## src/rtl/grey_convert_pipe.sv

```systemverilog
// Pipelined RGB-to-grey converter: average / weighted luma / max / green modes,
// valid/ready backpressure, pixel counter. Optional binary output via GREY_THRESH_EN.
module grey_convert_pipe #(
   parameter int DW = 12,
   parameter int WF = 8,
   parameter int CW = 24
) (
   input  logic          clk,
   input  logic          rst_n,
   input  logic          in_valid,
   output logic          in_ready,
   input  logic [DW-1:0] in_r,
   input  logic [DW-1:0] in_g,
   input  logic [DW-1:0] in_b,
   input  logic [1:0]    mode,
   input  logic [WF:0]   wt_r,
   input  logic [WF:0]   wt_g,
   input  logic [WF:0]   wt_b,
`ifdef GREY_THRESH_EN
   input  logic [DW-1:0] thresh,
`endif
   output logic          out_valid,
   input  logic          out_ready,
   output logic [DW-1:0] out_grey,
   output logic [CW-1:0] pix_count,
   input  logic          cnt_clr
);

   localparam int PW = DW + WF + 1;
   localparam int SW = DW + WF + 3;
   localparam int AW = DW + 2;
   localparam logic [SW-1:0] RND = SW'(1) << (WF - 1);

   // Handshake: a transfer happens on a cycle where valid && ready are both high.
   // Each stage loads when empty or when the stage after it is moving, so
   // bubbles collapse; out_ready reaches in_ready combinationally.
   logic v1, v2, v3;
   logic adv1, adv2, adv3;

   assign adv3      = !v3 || out_ready;
   assign adv2      = !v2 || adv3;
   assign adv1      = !v1 || adv2;
   assign in_ready  = adv1;
   assign out_valid = v3;

   // S1: products and per-mode selection
   logic [DW-1:0] mx_rg, mx_rgb;
   logic [AW-1:0] sel_d;
   logic [PW-1:0] pr_d, pg_d, pb_d;

   always_comb begin
      mx_rg  = (in_r > in_g) ? in_r : in_g;
      mx_rgb = (mx_rg > in_b) ? mx_rg : in_b;
      case (mode)
         2'd0:    sel_d = AW'(in_r) + AW'(in_g) + AW'(in_b);
         2'd2:    sel_d = AW'(mx_rgb);
         default: sel_d = AW'(in_g);
      endcase
      pr_d = PW'(wt_r) * PW'(in_r);
      pg_d = PW'(wt_g) * PW'(in_g);
      pb_d = PW'(wt_b) * PW'(in_b);
   end

   logic [1:0]    m1;
   logic [AW-1:0] sel1;
   logic [PW-1:0] pr1, pg1, pb1;
`ifdef GREY_THRESH_EN
   logic [DW-1:0] th1, th2;
`endif

   always_ff @(posedge clk or negedge rst_n) begin
      if (!rst_n) begin
         v1   <= 1'b0;
         m1   <= '0;
         sel1 <= '0;
         pr1  <= '0;
         pg1  <= '0;
         pb1  <= '0;
`ifdef GREY_THRESH_EN
         th1  <= '0;
`endif
      end else if (adv1) begin
         v1   <= in_valid;
         m1   <= mode;
         sel1 <= sel_d;
         pr1  <= pr_d;
         pg1  <= pg_d;
         pb1  <= pb_d;
`ifdef GREY_THRESH_EN
         th1  <= thresh;
`endif
      end
   end

   // S2: luma sum with rounding offset; the 3-way sum is divided here
   logic [1:0]    m2;
   logic [DW-1:0] a2;
   logic [SW-1:0] acc2;

   always_ff @(posedge clk or negedge rst_n) begin
      if (!rst_n) begin
         v2   <= 1'b0;
         m2   <= '0;
         a2   <= '0;
         acc2 <= '0;
`ifdef GREY_THRESH_EN
         th2  <= '0;
`endif
      end else if (adv2) begin
         v2   <= v1;
         m2   <= m1;
         a2   <= (m1 == 2'd0) ? DW'(sel1 / AW'(3)) : sel1[DW-1:0];
         acc2 <= SW'(pr1) + SW'(pg1) + SW'(pb1) + RND;
`ifdef GREY_THRESH_EN
         th2  <= th1;
`endif
      end
   end

   // S3: drop fraction, saturate, pick result
   logic [SW-1:0] shf;
   logic [DW-1:0] luma3, grey3, res3;

   always_comb begin
      shf   = acc2 >> WF;
      luma3 = (|shf[SW-1:DW]) ? '1 : shf[DW-1:0];
      grey3 = (m2 == 2'd1) ? luma3 : a2;
      res3  = grey3;
`ifdef GREY_THRESH_EN
      res3  = (grey3 >= th2) ? '1 : '0;
`endif
   end

   always_ff @(posedge clk or negedge rst_n) begin
      if (!rst_n) begin
         v3       <= 1'b0;
         out_grey <= '0;
      end else if (adv3) begin
         v3 <= v2;
         if (v2) out_grey <= res3;
      end
   end

   always_ff @(posedge clk or negedge rst_n) begin
      if (!rst_n)                 pix_count <= '0;
      else if (cnt_clr)           pix_count <= '0;
      else if (v3 && out_ready)   pix_count <= pix_count + CW'(1);
   end

endmodule

```

## config.mk

```make
export PLATFORM = sky130hd
export DESIGN_NAME = grey_convert_pipe
export DESIGN_NICKNAME = d
export VERILOG_FILES = /design/src/rtl/grey_convert_pipe.sv
export SDC_FILE = /design/constraint.sdc
export NUM_CORES = 1
export LEC_CHECK = 0
export CELL_PAD_IN_SITES_DETAIL_PLACEMENT = 0
export CELL_PAD_IN_SITES_GLOBAL_PLACEMENT = 1
export CORE_MARGIN = 4
export CORE_UTILIZATION = 52
export DETAILED_ROUTE_END_ITERATION = 6
export PLACE_DENSITY_LB_ADDON = 0.1
export SLEW_MARGIN = 15
export SYNTH_ARGS = -nofsm -noshare
export SYNTH_HDL_FRONTEND = slang
export SYNTH_SLANG_ARGS = --single-unit
```

## constraint.sdc

```tcl
create_clock -name clk -period 7.8 [get_ports clk]
set_input_delay 1.17 -clock clk [delete_from_list [all_inputs] [get_ports clk]]
set_output_delay 1.17 -clock clk [all_outputs]
set_load 0.02 [all_outputs]
```

# After elaboration in Yosys (flattened, before gate mapping)
# Index checks and enable logic that the tools add are counted.
# totals
register_bits	155
in_bits	70
output_inout_bits	38
word_cells	47
# classes
addsub	6
mul	3
n_div	1
magnitude_cmp	2
n_eq_ne	2
n_mux	8
reduce_logical	12
# ops
cell	n
$mul 9x12->21	3
$mux 12	5
$mux 24	2
$pmux 14 s2	1
$add 24x1->24 const B	1
$gt 12x12->1	2
$add 22x21->23	1
$add 23x8->23 const B	1
$add 21x21->22	1
$add 13x12->14	1
$div 14x2->14 const B	1
$add 12x12->13	1
$logic_not 2->1	2
$logic_not 1->1	3
$logic_or 1x1->1	3
$reduce_or 3->1	1
$eq 2x1->1 const B	1
$eq 2x2->1 const B	1
$reduce_and 2->1	1
$reduce_bool 2->1	1
$logic_and 1x1->1	1

# Logic depth before layout (Yosys ltp)
# Gate-level depths: netlist (run 1).
# depth
depth_word	5
mapped_depth	26
ltp_nobuf	24

# Worst setup path before layout (run 1)
# Ideal clock, no wire load.
# synth_timing
path_type	input to register
from	input wt_r[2]
to	register pr1[19]
setup_ns	0.136
arrival_time_ns	6.056
required_ns	7.664
path_slack_ns	1.608
stages	23
n_path_buf	1
path_cell_list	clkbuf_1 -> nand2_1 -> fa_1 -> fa_1 -> inv_1 -> ha_1 -> inv_1 -> fa_1 -> inv_1 -> ha_1 -> a21o_1 -> a21oi_1 -> o21ai_0 -> a21oi_1 -> o21ai_0 -> a21oi_1 -> o21ai_0 -> a2111oi_0 -> nor2_1 -> a211o_1 -> a21oi_1 -> xor2_1 -> o21ai_0
# synth_via
elab_chain_len	1
# synth_lines
element	line_no	text
from (decl)	16	input logic [WF:0] wt_r,
$mul 9x12->21	59	pr_d = PW'(wt_r) * PW'(in_r);
to (signal assigned)	86	pr1 <= pr_d;
to (decl)	66	logic [PW-1:0] pr1, pg1, pb1;
# No other way between the ends.
# A chain may end at the register's enable or synchronous reset.

# Worst setup path in the final report (run 1)
# layout_timing
from	input in_g[5]
to	register pg1[17]
# layout_via
elab_chain_len	1
# layout_lines
element	line_no	text
from (decl)	13	input logic [DW-1:0] in_g,
$mul 9x12->21	60	pg_d = PW'(wt_g) * PW'(in_g);
to (signal assigned)	87	pg1 <= pg_d;
to (decl)	66	
# No other way between the ends.

==> impl_summary.log, run 1 <==
[metrics] CP Data Arrival Time: 7110 ps
[metrics] Critical Path Sink Type: register
[metrics] final slew viol count: 0
[metrics] fraction of layout cells with a size suffix above 1: 0.04599
[metrics] timing-limited maximum frequency: 146.4 MHz
[metrics] total power: 0.007455 W
[metrics] async set-or-reset flop fraction in the synthesized netlist: 1.000
[metrics] required time of the worst setup path: 8080 ps
[metrics] effective utilization at floorplan: 0.5301
[metrics] worst slack on hold paths: 460.7 ps
[metrics] Gate Count Post-Synth: 2247
[metrics] Hold Violations, Final: 0
[metrics] placeable core region: 0.03687 sq mm
[metrics] number of buffers created by CTS: 17
[metrics] minimum setup slack after placement: 693.9 ps
[metrics] clock latency at the later pin of the worst-skew pair: 440 ps
[metrics] total wire length after detailed routing: 50900 um
[metrics] num rows: 70
[metrics] most numerous cell in the Yosys netlist: nand2_1
[metrics] combined area of all synthesized cells: 0.01955 sq mm
[metrics] maximum clock skew at final layout: 9.535 ps
[metrics] setup repair after global routing missed its margin: no
[metrics] number of library cell types mapped by synthesis: 78
[metrics] Yosys top cell area share: 0.2520
[metrics] leakage power total: 10.64 nW
[metrics] average instance area after synthesis: 8.699 sq um
[metrics] first-iteration detailed-routing DRC count: 757
[metrics] first-pass iteration count of the detailed router: 5
[metrics] type of the setup path with the least slack: in2reg
[metrics] slew margin rel.: 0.2335
[metrics] final worst path period share: 0.8756
[metrics] total I/O pin count: 108
[metrics] TritonCTS clock tree: built
[metrics] outcome: completed
[metrics] vertical extent of the die: 201.9 um
[metrics] Antenna Nets Post-Route: 0
[metrics] cell type with the highest occurrence count on the critical path: a21oi_1
[metrics] number of diodes added for antenna fixing: 0
[metrics] number of input and output port buffers inserted: 107
[metrics] actual transition at the worst max-transition pin: 1146 ps
[metrics] number of buffers and inverters on the critical path: 4
[metrics] Top FF cell, synth: dfrtp_1
[metrics] Syn Nets: 2762
[metrics] final critical path time including I/O delays and setup: 6830 ps
[metrics] vias after detailed routing: 15246
[metrics] H-tree levels: 4
[metrics] number of global-route vias before repair: 15503
[metrics] library cell occupying the most area in the post-synthesis netlist: fa_1
[metrics] post-detailed-placement half-perimeter wirelength: 40790 um
[metrics] cell area after placement: 0.02108 sq mm
[metrics] synth top area cells: fa_1 25%, dfrtp_1 19%, ha_1 13%, nand2_1 7.1%, inv_1 5.4%
[metrics] register clock-pin slew on the reported worst setup and hold paths: 70 ps
[metrics] die area: 0.04076 sq mm
[metrics] average wire length per cell after detail routing: 18.12 um
[metrics] die width: 201.9 um
[metrics] sequential cell area fraction in the yosys report: 0.1882
[metrics] root buffer cell: clkbuf_16
[metrics] area grow syn2layout: 11.13%
[metrics] path category of the worst min-delay check: reg2reg
[metrics] count of cells resized by post-cts repair: 0
[metrics] largest incremental delay on the critical path: 830 ps
[metrics] count of unresolved DRC violations after routing: 0
[metrics] number of enable flip-flop cells after synthesis: 0
[metrics] worst-case clock buffer depth: 2
[metrics] GRT overflow: 0
[metrics] pin count of the biggest net entering global routing: 77
[metrics] max_cap viols: 0
[metrics] Seq cells post-synth: 147
[metrics] final setup violation count: 0
[metrics] hold-fix buffers at CTS: 0
[metrics] highest fanout seen on the critical path: 9
[metrics] number of antenna violations at the first check in global routing: 0
[metrics] Post-CTS Setup Inserts: 0
[metrics] Final TNS setup: 0 ps
[metrics] first-pass GRT wire length: 83020 um
[metrics] Sink Count: 147
[metrics] top cell family by delay on the critical path: compound AO/OA/AOI/OAI gates
[metrics] leading post-synthesis cells by instance count: 370 x nand2_1, 281 x inv_1, 246 x fa_1
[metrics] reg-to-reg setup timing slack: 2510 ps
[metrics] via-per-instance ratio: 5.428
[metrics] power per standard cell area: 343.2 mW/mm^2
[metrics] placer congestion estimate: 0.9139
[metrics] final worst-path setup slack: 970.2 ps
[metrics] cells along the critical path: clkdlybuf4s50_1 -> nand2_1 -> fa_1 -> fa_1 -> inv_1 -> ha_1 -> inv_1 -> fa_1 -> inv_1 -> ha_1 -> a21o_1 -> a21oi_1 -> o21ai_0 -> a21oi_1 -> o21ai_0 -> a21oi_1 -> nand2b_1 -> a21boi_0 -> o41ai_1 -> o21bai_1 -> a21oi_1 -> xor2_1 -> a21oi_1
[metrics] Crit-path slowest cell: clkdlybuf4s50_1
[metrics] number of nets in the layout: 2807
[metrics] worst-case vdd ir drop: 236.3 uV
[metrics] type of origin of the critical path: input pin
[metrics] cell area after layout: 0.02172 sq mm
[metrics] total track usage: 0.2531
[metrics] synthesis warning total: 0
cells in the final DEF, fill, tap and decap left out, types with 12 or more instances in the layout:
cell / netlist / routed
nand3_1: 28 / 28
clkbuf_16: 0 / 17
a21boi_0: 12 / 12
dfrtp_1: 147 / 147
buf_4: 3 / 42
nor2_1: 129 / 128
o22ai_1: 15 / 15
clkdlybuf4s50_1: 0 / 106
inv_1: 281 / 281
nand2b_1: 23 / 23
fa_1: 246 / 246
nor3_1: 25 / 25
a21oi_1: 122 / 122
a21o_1: 21 / 21
and2_1: 129 / 128
ha_1: 199 / 199
or3_1: 13 / 13
o31ai_1: 20 / 20
xor2_1: 35 / 35
xnor2_1: 43 / 43
mux2i_1: 27 / 27
nand2_1: 370 / 370
o21ai_0: 91 / 91
worst register-to-register path, cell delays in order, from the launching register on:
cell and delay [ps]:
dfrtp_1 640, and4bb_1 270, a2111oi_0 500, or3_1 490, nand4_1 170, and2_1 230
o2111ai_1 350, and2_1 380, o21ai_1 100, a22o_1 300, mux2i_4 220, xnor2_1 150
ha_1 310, nand2_1 130, or3_1 340, mux2i_1 160, a311oi_1 70, nor4_1 270
o31ai_2 110
metrics by stage:
| stage | utilization | cells |
|---|---|---|
| final | 0.5891 | 2809 |
| after global routing | 0.5891 | 2809 |
| after global placement | 0.5717 | 2777 |
| after detailed placement | 0.5717 | 2777 |
| after CTS | 0.5891 | 2809 |
| after floorplan | - | 2247 |
sequential cells by signal, summed over array words and instances, names as in the netlist, 2 cells and up:
register / flops
acc2: 15
m1: 2
a2: 12
pg1: 21
pb1: 21
m2: 2
pix_count: 24
pr1: 21
sel1: 14
out_grey: 12
worst paths after layout:
kind,startpoint,endpoint,depth (start not counted)
max in group asynchronous,rst_n,sel1[9],2
worst min-delay path,m2[0],m2[0],2
worst max-delay path,in_g[5],pg1[17],23
worst min register to register,m2[0],m2[0],2
min in group asynchronous,rst_n,pix_count[12],1
worst max register to register,sel1[9],a2[0],18
power breakdown:
group / internal, W / switching (W)
Clock: 0.000522 / 0.000386
Sequential: 0.00107 / 0.000283
Combinational: 0.00232 / 0.00288
area by class of cell:
class | count | area, sq um
Sequential cell | 147 | 3679
Fill cell | 3403 | 15150
Tap cell | 504 | 630.6
Timing Repair Buffer | 149 | 1388
Multi-Input combinational cell | 1694 | 14320
Clock inverter | 15 | 216.5
Inverter | 283 | 1062
Clock buffer | 17 | 425.4
layer usage:
metal	wire, um	track usage	vias up
li1	-	-	7335
met1	23250	0.3519	7509
met2	23830	0.4168	337
met3	2580	0.03931	65
met4	1230	0.06689	0
met5	0	0	-
cells by family (layout without fill, tap and decap cells):
family,count (synthesis),count (layout),synth area share
buffers and inverters,406,464,0.07937
flip-flops,147,147,0.1882
XOR/XNOR,78,78,0.03495
multiplexers,34,34,0.01901
AO/OA/AOI/OAI,358,358,0.1154
adder cells (fa/ha/maj),445,445,0.3793
AND/OR/NAND/NOR,779,779,0.1838
Power figures use the tool's default switching activity.
==> run 2, diff against run 1 <==
==> config.mk (replaced) <==
export PLATFORM = sky130hd
export DESIGN_NAME = grey_convert_pipe
export DESIGN_NICKNAME = d
export VERILOG_FILES = /design/src/rtl/grey_convert_pipe.sv
export SDC_FILE = /design/constraint.sdc
export NUM_CORES = 1
export LEC_CHECK = 0
export CORE_MARGIN = 4
export CORE_UTILIZATION = 60
export DETAILED_ROUTE_END_ITERATION = 6
export PLACE_DENSITY = 0.8
export SLEW_MARGIN = 15
export SYNTH_ARGS = -nofsm -noshare
export SYNTH_HDL_FRONTEND = slang
export SYNTH_SLANG_ARGS = --single-unit
==> constraint.sdc (replaced) <==
create_clock -name clk -period 7.8 [get_ports clk]
set_input_delay 0.78 -clock clk [delete_from_list [all_inputs] [get_ports clk]]
set_output_delay 0.78 -clock clk [all_outputs]
set_load 0.02 [all_outputs]
==> impl_summary.log, run 2 (synthesis gave the netlist of run 1 again) <==
[metrics] top register by number of flip-flops: pix_count (unchanged)
[metrics] number of input and output port buffers inserted: 107 (unchanged)
[metrics] final worst path period share: 0.8386 (was 0.8756)
[metrics] fill cell instance count of the final layout: 2569 (was 3403)
[metrics] number of diodes added for antenna fixing: 0 (unchanged)
[metrics] total power: 0.007404 W (was 0.007455 W)
[metrics] total wire length after detailed routing: 49250 um (was 50900 um)
[metrics] area grow syn2layout: 9.474% (was 11.13%)
[metrics] vias after detailed routing: 15704 (was 15246)
[metrics] Hold Violations, Final: 0 (unchanged)
[metrics] setup repair after global routing missed its margin: no (unchanged)
[metrics] count of cells resized by post-cts repair: 0 (unchanged)
[metrics] via-per-instance ratio: 5.784 (was 5.428)
[metrics] placed instance count: 2683 (was 2777)
[metrics] num rows: 65 (was 70)
[metrics] number of global-route vias before repair: 16092 (was 15503)
[metrics] highest fanout seen on the critical path: 12 (was 9)
[metrics] number of nets in the layout: 2782 (was 2807)
[metrics] max_cap viols: 0 (unchanged)
[metrics] multi-input combinational cell area: 0.01432 sq mm (unchanged)
[metrics] placeable core region: 0.03188 sq mm (was 0.03687 sq mm)
[metrics] Sink Count: 147 (unchanged)
[metrics] timing-limited maximum frequency: 152.9 MHz (was 146.4 MHz)
[metrics] actual transition at the worst max-transition pin: 1151 ps (was 1146 ps)
[metrics] outcome: completed (unchanged)
[metrics] fraction of layout cells with a size suffix above 1: 0.03509 (was 0.04599)
[metrics] H-tree levels: 4 (unchanged)
[metrics] root buffer cell: clkbuf_16 (unchanged)
[metrics] count of unresolved DRC violations after routing: 0 (unchanged)
[metrics] final worst-path setup slack: 1259 ps (was 970.2 ps)
[metrics] power per standard cell area: 346.0 mW/mm^2 (was 343.2 mW/mm^2)
[metrics] final critical path time including I/O delays and setup: 6541 ps (was 6830 ps)
[metrics] first-pass iteration count of the detailed router: 5 (unchanged)
[metrics] leakage power total: 10.49 nW (was 10.64 nW)
[metrics] type of the setup path with the least slack: in2reg (unchanged)
[metrics] Final Instance Count excl. Fillers: 2715 (was 2809)
[metrics] hold-fix buffers at CTS: 0 (unchanged)
[metrics] most frequent cells in the layout: 370 x nand2_1, 281 x inv_1, 246 x fa_1, 199 x ha_1, 147 x dfrtp_1 (unchanged)
[metrics] total track usage: 0.2807 (was 0.2531)
[metrics] maximum clock skew at final layout: 9.825 ps (was 9.535 ps)
[metrics] GRT overflow: 0 (unchanged)
[metrics] die area: 0.03553 sq mm (was 0.04076 sq mm)
[metrics] die width: 188.5 um (was 201.9 um)
[metrics] CP Data Arrival Time: 6820 ps (was 7110 ps)
[metrics] first-iteration detailed-routing DRC count: 1066 (was 757)
[metrics] Critical Path Sink Type: register (unchanged)
[metrics] vertical extent of the die: 188.5 um (was 201.9 um)
[metrics] post-detailed-placement half-perimeter wirelength: 39210 um (was 40790 um)
[metrics] worst-case clock buffer depth: 2 (unchanged)
[metrics] fin util: 0.6712 (was 0.5891)
[metrics] worst-case vdd ir drop: 215.2 uV (was 236.3 uV)
[metrics] final setup violation count: 0 (unchanged)
[metrics] slew margin rel.: 0.2223 (was 0.2335)
[metrics] first-pass GRT wire length: 81060 um (was 83020 um)
[metrics] clock latency at the later pin of the worst-skew pair: 430 ps (was 440 ps)
[metrics] placer congestion estimate: 0.9645 (was 0.9139)
[metrics] Post-CTS Setup Inserts: 0 (unchanged)
[metrics] pin count of the biggest net entering global routing: 100 (was 77)
[metrics] required time of the worst setup path: 8080 ps (about the same)
[metrics] Final TNS setup: 0 ps (unchanged)
[metrics] number of buffers created by CTS: 17 (unchanged)
[metrics] final slew viol count: 0 (unchanged)
[metrics] path category of the worst min-delay check: in2async (was reg2reg)
[metrics] register clock-pin slew on the reported worst setup and hold paths: 70 ps (about the same)
[metrics] average wire length per cell after detail routing: 18.14 um (was 18.12 um)
[metrics] type of origin of the critical path: input pin (unchanged)
[metrics] flip-flop count of the largest register, all copies and words added: 24 (unchanged)
[metrics] Antenna Nets Post-Route: 0 (unchanged)
[metrics] TritonCTS clock tree: built (unchanged)
[metrics] effective utilization at floorplan: 0.6131 (was 0.5301)
[metrics] total I/O pin count: 108 (unchanged)
[metrics] minimum setup slack after placement: 918.2 ps (was 693.9 ps)
[metrics] area occupied by registers: 0.003679 sq mm (unchanged)
[metrics] number of antenna violations at the first check in global routing: 2 (was 0)
[metrics] commonest non-fill, non-tap cell in the layout: nand2_1 (unchanged)
run 2: changes by cell type in the layout (fill, tap and decap cells not counted), sizes merged:
cell	before	now
bufinv	3	2
buf	43	18
clkinvlp	0	2
clkinv	5	3
clkbuf	17	18
run 2: critical path, cell delays in order:
cell,delay (ps)
clkdlybuf4s50_1,860
nand2_1,170
fa_1,540
fa_1,530
inv_1,50
ha_1,270
inv_1,60
fa_1,590
inv_1,60
ha_1,290
a21o_1,180
a21oi_1,210
o21ai_0,120
a21oi_1,250
o21ai_0,130
a21oi_1,220
nand2b_1,140
a21boi_0,140
o41ai_1,540
o2111ai_1,230
a21oi_1,220
xor2_1,160
o21ai_0,90
run 2: metrics by stage:
| step | hold WS, ps | cell area (sq um) |
|---|---|---|
| final | 337.8 | 21400 |
| after global routing | 385.2 | 21400 |
| after CTS | 377.0 | 21400 |
| after detailed placement | 442.4 | 20810 |
| after global placement | 443.0 | 20810 |
| after floorplan | 425.2 | 19550 |
run 2: layout make-up:
type | count | area share
sequential | 147 | 0.1719
clock inverter | 14 | 0.007660
tap | 435 | 0.02544
inverter | 283 | 0.04964
multi-input combinational | 1694 | 0.6692
clock buffer | 18 | 0.02006
timing repair buffer | 124 | 0.05608
run 2: final timing paths:
path	end	cells after the start	slack [ps]	from
max reg2reg	a2[0]	17	1940	sel1[9]
max	pb1[19]	23	1260	in_b[3]
min reg2reg	v2	1	460	v1
max in group asynchronous	sel1[10]	2	6040	rst_n
min	pix_count[16]	1	340	rst_n
min in group clk	v2	1	460	v1
run 2: report_power, final:
group | switching [W] | internal [W] | total, W
clock network | 0.000357 | 0.000482 | 0.000839
logic | 0.00291 | 0.00231 | 0.00523
registers | 0.000271 | 0.00107 | 0.00134
total | 0.00354 | 0.00386 | 0.00740
run 2: layer usage:
| layer | share of wire | global-route usage |
|---|---|---|
| met5 | 0.00049 | 0 |
| met4 | 0.038 | 0.1062 |
| met3 | 0.077 | 0.05595 |
| met2 | 0.47 | 0.4688 |
| met1 | 0.41 | 0.3647 |
==> run 3, diff against run 2 <==
--- a/config.mk
+++ b/config.mk
@@ -6,7 +6,7 @@
 export NUM_CORES = 1
 export LEC_CHECK = 0
 export CORE_MARGIN = 4
-export CORE_UTILIZATION = 60
+export CORE_UTILIZATION = 57
 export DETAILED_ROUTE_END_ITERATION = 6
 export PLACE_DENSITY = 0.8
 export SLEW_MARGIN = 15
==> constraint.sdc (replaced) <==
create_clock -name clk -period 5.9 [get_ports clk]
set_input_delay 0.59 -clock clk [delete_from_list [all_inputs] [get_ports clk]]
set_output_delay 0.59 -clock clk [all_outputs]
set_load 0.02 [all_outputs]
==> impl_summary.log, run 3 (synthesis gave the netlist of run 1 again) <==
[metrics] count of unresolved DRC violations after routing: 0 (unchanged)
[metrics] Worst Reg2Reg Path Length in Cells: 18 (was 17)
[metrics] final critical path time including I/O delays and setup: 5658 ps
[metrics] final setup violation count: 0 (unchanged)
[metrics] most frequent cells in the layout: 370 x nand2_1, 281 x inv_1, 246 x fa_1, 199 x ha_1, 164 x buf_4 (was 370 x nand2_1, 281 x inv_1, 246 x fa_1, 199 x ha_1, 147 x dfrtp_1)
[metrics] final worst path period share: 0.9589
[metrics] power per standard cell area: 457.9 mW/mm^2 (was 346.0 mW/mm^2)
[metrics] cell count along the critical path: 23 (unchanged)
[metrics] fraction of layout cells with a size suffix above 1: 0.09638 (was 0.03509)
[metrics] highest fanout seen on the critical path: 4 (was 12)
[metrics] outcome: completed (unchanged)
[metrics] start point of the critical path: in_g[2] (was in_b[3])
[metrics] top register by number of flip-flops: pix_count (unchanged)
[metrics] cells along the critical path: clkdlybuf4s50_1 -> buf_4 -> and2_1 -> fa_1 -> inv_1 -> fa_1 -> fa_1 -> fa_1 -> inv_1 -> ha_1 -> inv_1 -> o21ai_0 -> a21oi_1 -> o21ai_0 -> a21oi_1 -> nand2b_1 -> a21boi_0 -> o41ai_1 -> buf_4 -> buf_4 -> buf_4 -> xnor2_1 -> a21oi_1 (was clkdlybuf4s50_1 -> nand2_1 -> fa_1 -> fa_1 -> inv_1 -> ha_1 -> inv_1 -> fa_1 -> inv_1 -> ha_1 -> a21o_1 -> a21oi_1 -> o21ai_0 -> a21oi_1 -> o21ai_0 -> a21oi_1 -> nand2b_1 -> a21boi_0 -> o41ai_1 -> o2111ai_1 -> a21oi_1 -> xor2_1 -> o21ai_0)
[metrics] hold-fix buffers at CTS: 0 (unchanged)
[metrics] timing-limited maximum frequency: 176.8 MHz
[metrics] max_cap viols: 0 (unchanged)
[metrics] Sink Count: 147 (unchanged)
[metrics] via-per-instance ratio: 5.686 (was 5.784)
[metrics] number of nets in the layout: 2930 (was 2782)
[metrics] path category of the worst min-delay check: in2async (unchanged)
[metrics] Crit-path slowest cell: fa_1 (was clkdlybuf4s50_1)
[metrics] H-tree levels: 4 (unchanged)
[metrics] first-iteration detailed-routing DRC count: 1101 (was 1066)
[metrics] launching point of the worst reg2reg path: sel1[9] (unchanged)
[metrics] post-detailed-placement half-perimeter wirelength: 41510 um (was 39210 um)
[metrics] number of buffers and inverters on the critical path: 8 (was 4)
[metrics] die area: 0.03732 sq mm (was 0.03553 sq mm)
[metrics] slew margin rel.: 0.1881 (was 0.2223)
[metrics] Critical Path Sink Type: register (unchanged)
[metrics] reg-to-reg setup timing slack: 680 ps (was 1940 ps)
[metrics] top cell family by delay on the critical path: adder cells (was compound AO/OA/AOI/OAI gates)
[metrics] placeable core region: 0.03370 sq mm (was 0.03188 sq mm)
[metrics] root buffer cell: clkbuf_16 (unchanged)
[metrics] pin count of the biggest net entering global routing: 100 (unchanged)
[metrics] clock latency at the later pin of the worst-skew pair: 430 ps (about the same)
[metrics] average wire length per cell after detail routing: 17.79 um (was 18.14 um)
[metrics] portion of total power attributed to combinational logic: 0.722 (was 0.706)
[metrics] crit path to: pg1[15] (was pb1[19])
[metrics] type of the setup path with the least slack: in2reg (unchanged)
[metrics] placer congestion estimate: 0.9378 (was 0.9645)
[metrics] number of global-route vias before repair: 16624 (was 16092)
[metrics] type of origin of the critical path: input pin (unchanged)
[metrics] final slew viol count: 0 (unchanged)
[metrics] register clock-pin slew on the reported worst setup and hold paths: 70 ps (about the same)
[metrics] number of antenna violations at the first check in global routing: 2 (unchanged)
[metrics] maximum clock skew at final layout: 10.85 ps (was 9.825 ps)
[metrics] Hold Violations, Final: 0 (unchanged)
[metrics] commonest non-fill, non-tap cell in the layout: nand2_1 (unchanged)
[metrics] actual transition at the worst max-transition pin: 1214 ps (was 1151 ps)
[metrics] total wire length after detailed routing: 51210 um (was 49250 um)
[metrics] Sw Pwr: 0.004856 W (was 0.003542 W)
[metrics] largest incremental delay on the critical path: 540 ps (was 860 ps)
[metrics] TritonCTS clock tree: built (unchanged)
[metrics] worst-case clock buffer depth: 2 (unchanged)
[metrics] Reg-to-Reg End: a2[0] (unchanged)
[metrics] first-pass GRT wire length: 83350 um (was 81060 um)
[metrics] die width: 193.2 um (was 188.5 um)
[metrics] number of buffers created by CTS: 17 (unchanged)
[metrics] vertical extent of the die: 193.2 um (was 188.5 um)
[metrics] worst-case vdd ir drop: 379.5 uV (was 215.2 uV)
[metrics] Antenna Nets Post-Route: 0 (unchanged)
[metrics] effective utilization at floorplan: 0.5800 (was 0.6131)
[metrics] required time of the worst setup path: 6160 ps (was 8080 ps)
[metrics] design internal power: 0.005492 W (was 0.003862 W)
[metrics] CP Data Arrival Time: 5920 ps (was 6820 ps)
[metrics] switching fraction of total power: 0.4693 (was 0.4784)
[metrics] num rows: 67 (was 65)
[metrics] leakage power total: 11.34 nW (was 10.49 nW)
[metrics] placed instance count: 2841 (was 2683)
[metrics] worst slack on hold paths: 128.7 ps (was 337.8 ps)
[metrics] total track usage: 0.2803 (was 0.2807)
[metrics] Final Instance Count excl. Fillers: 2878 (was 2715)
[metrics] Flop pwr share: 0.172 (was 0.181)
[metrics] total I/O pin count: 108 (unchanged)
[metrics] Clk network pwr share: 0.106 (was 0.113)
[metrics] area grow syn2layout: 15.62% (was 9.474%)
[metrics] vias after detailed routing: 16365 (was 15704)
[metrics] first-pass iteration count of the detailed router: 7 (was 5)
[metrics] GRT overflow: 0 (unchanged)
[metrics] total power: 0.01035 W (was 0.007404 W)
[metrics] flip-flop count of the largest register, all copies and words added: 24 (unchanged)
[metrics] number of input and output port buffers inserted: 107 (unchanged)
-- run 3: changes by cell type in the layout (fill, tap and decap cells not counted), moves of 2 or more --
cell / previous run / this run
a21oi_1: 122 / 119
dlymetal6s2s_1: 0 / 14
clkdlybuf4s50_1: 106 / 92
inv_8: 2 / 4
o21ai_0: 91 / 86
a21boi_1: 0 / 5
a21oi_2: 0 / 3
buf_4: 17 / 164
o21ai_1: 3 / 8
diode_2: 0 / 2
a21boi_0: 12 / 7
-- run 3: layout make-up --
cell class,count,area (sq um)
flip-flops and latches,147,3679
well taps,448,560.5
clock buffers,18,429.2
clock inverters,14,158.9
fillers,2666,11100
diodes,2,5.005
repair buffers,272,2359
inverters,283,1062
multi-input cells,1694,14350
-- run 3: worst min-delay path by stage --
stage / endpoint / cells after the start / slack (ps)
after floorplan: a2[0] / 0 / 290
after global placement: v2 / 1 / 440
after detailed placement: v2 / 1 / 440
after CTS: pix_count[14] / 1 / 170
after global routing: pix_count[9] / 1 / 180
final: pix_count[14] / 1 / 130
-- run 3: worst reg2reg max path, cell delays in order, from the launching register on --
cell	delay, ps
dfrtp_1	650
and4bb_1	270
a2111oi_0	540
or3_1	480
nand4_1	160
and2_1	230
o2111ai_1	290
and2_1	370
o21ai_1	100
a22o_1	300
mux2i_4	230
xnor2_1	150
ha_1	300
nand2_1	130
or3_1	320
mux2i_1	160
a311oi_1	80
nor4_1	260
o31ai_2	110
-- run 3: layer usage --
layer  wire [um]  global-route usage  vias to the layer above
li1            -                   -                     7587
met1       21200              0.3768                     8022
met2       24390              0.4710                      633
met3        3892             0.04609                      123
met4        1723             0.08551                        0
met5           0                   0                        -
-- run 3: stage by stage --
step / worst slack, ps / instance area, sq um / TNS [ps] / utilization
final: 242.4 / 22600 / 0 / 0.6706
after global routing: -27.14 / 22590 / -48.87 / 0.6705
after CTS: 79.58 / 22510 / 0 / 0.6680
after detailed placement: -355.3 / 21920 / -3821 / 0.6505
after global placement: -199.3 / 21920 / -966.9 / 0.6505
after floorplan: 288.3 / 19550 / 0 / -
-- run 3: power by group through the flow --
stage | Sequential [W] | Clock (W) | Combinational, W
after floorplan | 0.00166 | 0 | 0.00524
after global placement | 0.00177 | 0 | 0.00695
after detailed placement | 0.00179 | 0 | 0.00724
after CTS | 0.00177 | 0.00110 | 0.00738
after global routing | 0.00182 | 0.00115 | 0.00846
final | 0.00178 | 0.00109 | 0.00748
-- run 3: repair_timing --
action | in CTS | in global routing
hold endpoints to repair | 0 | 0
setup endpoints to repair | 0 | 29
gates resized for setup | 0 | 31
setup buffers | 0 | 3
